$ cat config.mk
export PLATFORM = sky130hd
export DESIGN_NAME = obs_scroller
export DESIGN_NICKNAME = d
export VERILOG_FILES = /design/src/rtl/dino_pkg.sv /design/src/rtl/obs_lfsr.sv /design/src/rtl/obs_scroller.sv
export SDC_FILE = /design/constraint.sdc
export NUM_CORES = 1
export LEC_CHECK = 0
export CORE_ASPECT_RATIO = 1.5
export CORE_MARGIN = 5
export CORE_UTILIZATION = 45
export DETAILED_ROUTE_END_ITERATION = 16
export PLACE_DENSITY = 0.64
export SLEW_MARGIN = 40
export SYNTH_ARGS = -nofsm -noshare
export SYNTH_HDL_FRONTEND = slang
export SYNTH_SLANG_ARGS = --single-unit
$ cat constraint.sdc
create_clock -name clk -period 4.2 [get_ports clk]
set_input_delay 0.42 -clock clk [delete_from_list [all_inputs] [get_ports clk]]
set_output_delay 0.42 -clock clk [all_outputs]
set_load 0.005 [all_outputs]
$ cat src/rtl/dino_pkg.sv
// Shared game constants: obstacle type codes, screen geometry, sprite size,
// and the slot/FSM types used by the obstacle scroller.
package dino_pkg;

  typedef enum logic [2:0] {
    EMPTY       = 3'd0,
    CAC_3       = 3'd1,
    CAC_2       = 3'd2,
    CAC_THICK_1 = 3'd3,
    CAC_THICK_2 = 3'd4,
    CAC_THIN    = 3'd5,
    BIRD_LOW    = 3'd6,
    BIRD_HIGH   = 3'd7
  } obs_type_e;

  localparam int SCREEN_W    = 640;
  localparam int OBS_TOP     = 352;
  localparam int SPRITE_SIZE = 16;

  localparam logic [15:0] LFSR_SEED = 16'hACE1;

  // One on-screen obstacle: x is the signed left edge in screen pixels.
  typedef struct packed {
    logic              valid;
    logic signed [10:0] x;
    logic [2:0]        otype;
  } slot_t;

  typedef enum logic {
    WAIT_GAP = 1'b0,
    SPAWN    = 1'b1
  } spawn_state_e;

endpackage

$ cat src/rtl/obs_lfsr.sv
// 16-bit Fibonacci LFSR, x^16+x^14+x^13+x^11+1, stepping when enabled.
module obs_lfsr #(
  parameter logic [15:0] SEED = 16'hACE1
) (
  input  logic        clk,
  input  logic        rst_n,
  input  logic        i_en,
  output logic [15:0] o_state
);

  logic [15:0] r_state;
  logic        w_fb;

  assign w_fb    = r_state[15] ^ r_state[13] ^ r_state[12] ^ r_state[10];
  assign o_state = r_state;

  // Shift left, feedback enters at bit 0.
  always_ff @(posedge clk or negedge rst_n) begin
    if (!rst_n)     r_state <= SEED;
    else if (i_en)  r_state <= {r_state[14:0], w_fb};
  end

endmodule

$ cat src/rtl/obs_scroller.sv
// Obstacle slot owner: scrolls slots per frame, spawns from the LFSR, and
// resolves each pixel to a registered sprite address and obstacle type.
module obs_scroller #(
  parameter int NUM_SLOTS   = 2,
  parameter int SCREEN_W    = dino_pkg::SCREEN_W,
  parameter int OBS_TOP     = dino_pkg::OBS_TOP,
  parameter int SCALE_SHIFT = 2,
  parameter int MIN_GAP     = 40
) (
  input  logic       clk,
  input  logic       rst_n,
  input  logic       i_frame_tick,
  input  logic       i_game_active,
  input  logic       i_restart,
  input  logic [3:0] i_speed,
  input  logic [9:0] i_hpos,
  input  logic [9:0] i_vpos,
  output logic [7:0] o_rom_counter,
  output logic [2:0] o_obs_type
);
  import dino_pkg::*;

  localparam int SPRITE_PIX = SPRITE_SIZE << SCALE_SHIFT;
  localparam int GAP_W      = $clog2(MIN_GAP + 32);
  localparam int IDX_W      = (NUM_SLOTS > 1) ? $clog2(NUM_SLOTS) : 1;

  localparam logic signed [10:0] X_SPAWN = 11'(SCREEN_W);
  localparam logic signed [10:0] X_GONE  = 11'(-SPRITE_PIX);
  localparam logic signed [11:0] PIX12   = 12'(SPRITE_PIX);
  localparam logic signed [11:0] TOP12   = 12'(OBS_TOP);

  slot_t [NUM_SLOTS-1:0] r_slots, w_slots_nxt;
  spawn_state_e          r_state, w_state_nxt;
  logic [GAP_W-1:0]      r_gap, w_gap_nxt;

  logic [15:0]           w_lfsr;
  logic [7:0]            w_lfsr_unused;
  logic                  w_accept;

  logic signed [10:0]    w_moved_x [NUM_SLOTS];
  logic [NUM_SLOTS-1:0]  w_alive;
  logic [NUM_SLOTS-1:0]  w_hit;
  logic signed [11:0]    w_dx [NUM_SLOTS];
  logic signed [11:0]    w_dy;
  logic                  w_dy_in;
  logic                  w_any_free;
  logic [IDX_W-1:0]      w_free_idx;

  logic [7:0]            w_rom_nxt, r_rom;
  logic [2:0]            w_type_nxt, r_type;

  // Restart wins over a coincident tick, so it vetoes acceptance.
  assign w_accept      = i_frame_tick & i_game_active & ~i_restart;
  assign w_lfsr_unused = w_lfsr[15:8];

  obs_lfsr #(.SEED(LFSR_SEED)) u_lfsr (
    .clk    (clk),
    .rst_n  (rst_n),
    .i_en   (w_accept),
    .o_state(w_lfsr)
  );

  assign w_dy    = $signed({2'b00, i_vpos}) - TOP12;
  assign w_dy_in = !w_dy[11] && (w_dy < PIX12);

  for (genvar g = 0; g < NUM_SLOTS; g++) begin : g_slot
    assign w_moved_x[g] = $signed(r_slots[g].x) - $signed({7'd0, i_speed});
    assign w_alive[g]   = r_slots[g].valid && (w_moved_x[g] > X_GONE);
    assign w_dx[g]      = $signed({2'b00, i_hpos}) - $signed({r_slots[g].x[10], r_slots[g].x});
    assign w_hit[g]     = r_slots[g].valid && !w_dx[g][11] && (w_dx[g] < PIX12) && w_dy_in;
  end

  // Lowest-index slot that is free after this tick's movement and expiry.
  always_comb begin
    w_any_free = 1'b0;
    w_free_idx = '0;
    for (int i = NUM_SLOTS - 1; i >= 0; i--) begin
      if (!w_alive[i]) begin
        w_any_free = 1'b1;
        w_free_idx = IDX_W'(i);
      end
    end
  end

  // Next slot/gap/FSM state: move and expire first, then attempt the spawn.
  always_comb begin
    w_slots_nxt = r_slots;
    w_gap_nxt   = r_gap;
    w_state_nxt = r_state;
    if (i_restart) begin
      w_slots_nxt = '0;
      w_gap_nxt   = GAP_W'(MIN_GAP);
      w_state_nxt = WAIT_GAP;
    end else if (w_accept) begin
      for (int i = 0; i < NUM_SLOTS; i++) begin
        w_slots_nxt[i].valid = w_alive[i];
        if (r_slots[i].valid) w_slots_nxt[i].x = w_moved_x[i];
      end
      case (r_state)
        WAIT_GAP: begin
          if (r_gap <= GAP_W'(1)) begin
            w_gap_nxt   = '0;
            w_state_nxt = SPAWN;
          end else begin
            w_gap_nxt = r_gap - 1'b1;
          end
        end
        SPAWN: begin
          // With every slot busy we keep retrying on later ticks.
          if (w_any_free) begin
            if (w_lfsr[2:0] != EMPTY)
              w_slots_nxt[w_free_idx] = '{valid: 1'b1, x: X_SPAWN, otype: w_lfsr[2:0]};
            w_gap_nxt   = GAP_W'(MIN_GAP) + GAP_W'(w_lfsr[7:3]);
            w_state_nxt = WAIT_GAP;
          end
        end
        default: w_state_nxt = WAIT_GAP;
      endcase
    end
  end

  // Pixel lookup: first covering slot by lowest index supplies the address.
  always_comb begin
    w_rom_nxt  = '0;
    w_type_nxt = EMPTY;
    for (int i = NUM_SLOTS - 1; i >= 0; i--) begin
      if (w_hit[i]) begin
        w_rom_nxt  = {w_dy[SCALE_SHIFT +: 4], w_dx[i][SCALE_SHIFT +: 4]};
        w_type_nxt = r_slots[i].otype;
      end
    end
  end

  // Slot, gap counter and spawn FSM state.
  always_ff @(posedge clk or negedge rst_n) begin
    if (!rst_n) begin
      r_slots <= '0;
      r_gap   <= GAP_W'(MIN_GAP);
      r_state <= WAIT_GAP;
    end else begin
      r_slots <= w_slots_nxt;
      r_gap   <= w_gap_nxt;
      r_state <= w_state_nxt;
    end
  end

  // One-cycle registered pixel outputs.
  always_ff @(posedge clk or negedge rst_n) begin
    if (!rst_n) begin
      r_rom  <= '0;
      r_type <= EMPTY;
    end else begin
      r_rom  <= w_rom_nxt;
      r_type <= w_type_nxt;
    end
  end

  assign o_rom_counter = r_rom;
  assign o_obs_type    = r_type;

endmodule
==> summary.log <==
INFO  setup_path     path_max_fanout=12
INFO  final_layout   fin_cells=686
INFO  clock_network  holdBufCountCts=0
INFO  clock_network  clock_root_cell=sky130_fd_sc_hd__clkbuf_16
INFO  setup_path     worst_path_largest_cell_delay=450ps
INFO  logic_synthesis synth_cell_type_count=65
INFO  final_layout   layout.nets=625
INFO  final_layout   layout.core_utilization=53.0%
INFO  setup_path     reg2reg_setup_slack=850ps
INFO  setup_path     cpMaxStageDelayCell=sky130_fd_sc_hd__clkdlybuf4s50_1
INFO  timing         worst_pin_slew=768ps
INFO  logic_synthesis synthDominantAreaCellType=sky130_fd_sc_hd__dfrtp_1
INFO  final_layout   layout_common_cells=sky130_fd_sc_hd__nand2_1, sky130_fd_sc_hd__dfrtp_1, sky130_fd_sc_hd__nor2_1
INFO  clock_network  clock_sink_count=65
INFO  clock_network  post-cts-setup-buffer-count=0
INFO  setup_path     cp_data_required_time=4420ps
INFO  place          place_hpwl=8.46mm
INFO  setup_path     timing.critical_path.cells=clkdlybuf4s50_1 -> inv_1 -> ha_1 -> or3_4 -> or4_1 -> or3_1 -> mux2i_1 -> a31oi_4 -> buf_4 -> o31ai_4 -> o21ai_1 -> a32o_1
INFO  run            max-cap-violations=0
INFO  drt            antenna_violating_nets_post_route=0
INFO  final_layout   layout-area-overhead-vs-synth=17.0%
INFO  setup_path     end_kind=register
INFO  drt            detailroute.via_count=3990
INFO  setup_path     worst-r2r-cell-count=13
INFO  drt            post_drt_via_cell_ratio=5.82
INFO  global_routing grt-busiest-layer=met2
INFO  global_routing grtUsageMet3=2.73%
INFO  floorplan      floorplan.rows=45
INFO  timing         setup_viol=0
INFO  place          io_buffer_count=37
INFO  final_layout   layout_commonest_cell=sky130_fd_sc_hd__nand2_1
INFO  setup_path     critical_path.startpoint_type=input pin
INFO  floorplan      fp.coreArea=10000um^2
INFO  clock_network  clock_path_buffers=2
INFO  drt            drt_pass1_iterations=4
INFO  setup_path     cp.buffers_inverters=3
INFO  drt            drt_wl_total=11.2mm
INFO  logic_synthesis ys_async_sr_fraction=100%
INFO  drt            post-route-drc-count=0
INFO  power_and_ir_drop total_leakage_power=0.00219uW
INFO  logic_synthesis netlist_instances=529
INFO  global_routing grt_pass1_wl=19.3mm
INFO  drt            first_iter_violations=277
INFO  floorplan      die_w=92.0um
INFO  timing         timing.setup.tns=0ps
INFO  power_and_ir_drop power.ir.vdd_worst=0.254mV
INFO  global_routing grt_use_met2=34.7%
INFO  setup_path     crit_family=simple AND/OR/NAND/NOR gates
INFO  timing         finalWorstPathRequiredPeriod=3570ps
INFO  timing         final-hold-violation-count=0
INFO  global_routing grt_overflow_total=0
INFO  clock_network  clock_insertion_delay_worst_skew=330ps
INFO  final_layout   final_cell_area=5310um^2
INFO  clock_network  post_cts_resized=0
INFO  timing         report.final.slew_viol_count=0
INFO  setup_path     worst_ep_arrival_time=3790ps
INFO  floorplan      chipHeight=133um
INFO  logic_synthesis synth-warning-count=0
INFO  final_layout   layout-drive-gt1-share=8.61%
INFO  logic_synthesis synth_edf_count=0
INFO  timing         relSlewSlack=48.8%
INFO  place          place_inst=670
INFO  place          post_place_cell_area=5030um^2
INFO  logic_synthesis synth_nets=590
INFO  global_routing grt_antenna_before_repair=0
INFO  global_routing met1_usage=21.7%
INFO  global_routing groute.usage.overall=19.5%
INFO  clock_network  tritoncts=yes
INFO  floorplan      dieArea=12200um^2
INFO  final_layout   insertedDiodeCount=0
INFO  final_layout   fillCellCount=930
INFO  logic_synthesis postSynth.topFlopCell=sky130_fd_sc_hd__dfrtp_1
INFO  logic_synthesis mappedNetlistArea=4540um^2
INFO  logic_synthesis synth_seq_cells=65
INFO  floorplan      num_io_pins=40
INFO  setup_path     rr_endpoint=r_slots[19]
INFO  clock_network  cts_buffers=9
INFO  logic_synthesis synth_seq_area_share=36.1%
INFO  timing         clock_skew=5.39ps
INFO  setup_path     worst_r2r_startpoint=r_slots[3]
INFO  status         outcome=finished, final reports clean
INFO  floorplan      initial_core_utilization=45.3%
INFO  place          preCtsSetupSlack=324ps
INFO  setup_path     criticalPathCategory=in -> reg
INFO  drt            wl_per_cell=16.3um
INFO  global_routing grt_start_max_net_pins=44
INFO  timing         final_worst_path_cycle_share=85.0%
INFO  power_and_ir_drop power_density=352nW/um^2
INFO  timing         rsz0062_at_grt=no
INFO  logic_synthesis post_synth.cell_area_avg=8.58um^2
INFO  hold_path      hold_class=in -> async
INFO  timing         fin_ws=630ps
INFO  global_routing first_global_vias=4101
INFO  logic_synthesis synthDominantCellAreaShare=30.3%
INFO  clock_network  clkSlewWorstSetupHoldPaths=60ps
INFO  logic_synthesis netlist_top_cells_area=sky130_fd_sc_hd__dfrtp_1, sky130_fd_sc_hd__ha_1, sky130_fd_sc_hd__nand2_1
INFO  clock_network  ctsHtreeMaxLevel=3
INFO  place          global_placer_s_final_weighted_congestion=0.885
INFO  timing         fmaxAchievable=280MHz
-- synthesized netlist by cell type (all sizes together), types with 3 or more instances --
| master | instances |
|---|---|
| nand2 | 78 |
| dfrtp | 55 |
| nor2 | 42 |
| inv | 40 |
| o21ai | 40 |
| ha | 30 |
| a21oi | 24 |
| clkbuf | 18 |
| xnor2 | 17 |
| a21o | 11 |
| nand2b | 11 |
| o31ai | 11 |
| dfstp | 10 |
| nor3 | 10 |
| or3 | 10 |
| a31oi | 8 |
| nand3 | 8 |
| nor2b | 8 |
| o22ai | 8 |
| a31o | 7 |
| nor3b | 7 |
| a211oi | 6 |
| mux2i | 5 |
| nor4 | 5 |
| a221oi | 4 |
| or4 | 4 |
| a311o | 3 |
| a311oi | 3 |
| a32oi | 3 |
| o2111ai | 3 |
| o31a | 3 |
| xor2 | 3 |
-- stage by stage --
step	hold slack, ps	total power (uW)
after detailed placement	455	1170
after global routing	129	1990
after floorplan	124	1040
after global placement	447	1150
after CTS	104	1880
final	87.4	1870
-- cell families (layout without fill, tap and decap cells) --
kind of cell	count (synthesis)	in the layout	share of synthesized area (%)
compound gates	151	151	23.5
xor+xnor	20	20	3.86
fa+ha+maj	32	32	9.15
buf+inv	60	100	5.02
flops	65	65	36.1
mux	5	5	1.10
simple gates	196	196	21.3
-- layer usage --
layer  vias to the layer above  part of all wire, %
met1                      1905                   40
met3                        27                  3.7
li1                       1983                    -
met2                        75                   52
met5                         -                    0
met4                         0                  3.9
-- where the power goes --
part | total (uW) | internal (uW) | leakage (uW) | switching, uW
sequential | 742 | 688 | 0.000863 | 54.1
combinational | 413 | 185 | 0.00119 | 229
clock | 712 | 430 | 0.000131 | 282
total | 1870 | 1300 | 0.00219 | 564
-- registers in the layout, indices dropped and copies added (netlist names) --
register	cells
o_rom_counter	8
o_obs_type	3
r_gap	7
r_state	1
u_lfsr.o_state	16
r_slots	30
-- layout make-up --
| class | instances | area (um^2) | area share, % |
|---|---|---|---|
| clock buffer | 12 | 256 | 4.83 |
| multi-input combinational | 404 | 2670 | 50.3 |
| tap | 117 | 146 | 2.76 |
| clock inverter | 4 | 27.5 | 0.518 |
| inverter | 40 | 150 | 2.83 |
| sequential | 65 | 1640 | 30.9 |
| timing repair buffer | 44 | 420 | 7.91 |
-- worst max path at each step --
stage                from          end  slack [ps]  depth (start not counted)
2_1_floorplan  i_speed[3]  r_slots[15]        1130                         10
3_3_place_gp   i_speed[3]  r_slots[18]         400                         12
3_5_place_dp   i_speed[3]  r_slots[19]         320                         12
4_1_cts        i_speed[3]  r_slots[19]         670                         12
5_1_grt        i_speed[3]  r_slots[19]         450                         12
6_report       i_speed[3]  r_slots[19]         630                         12
Note: power is estimated with default switching activity, not from simulation.
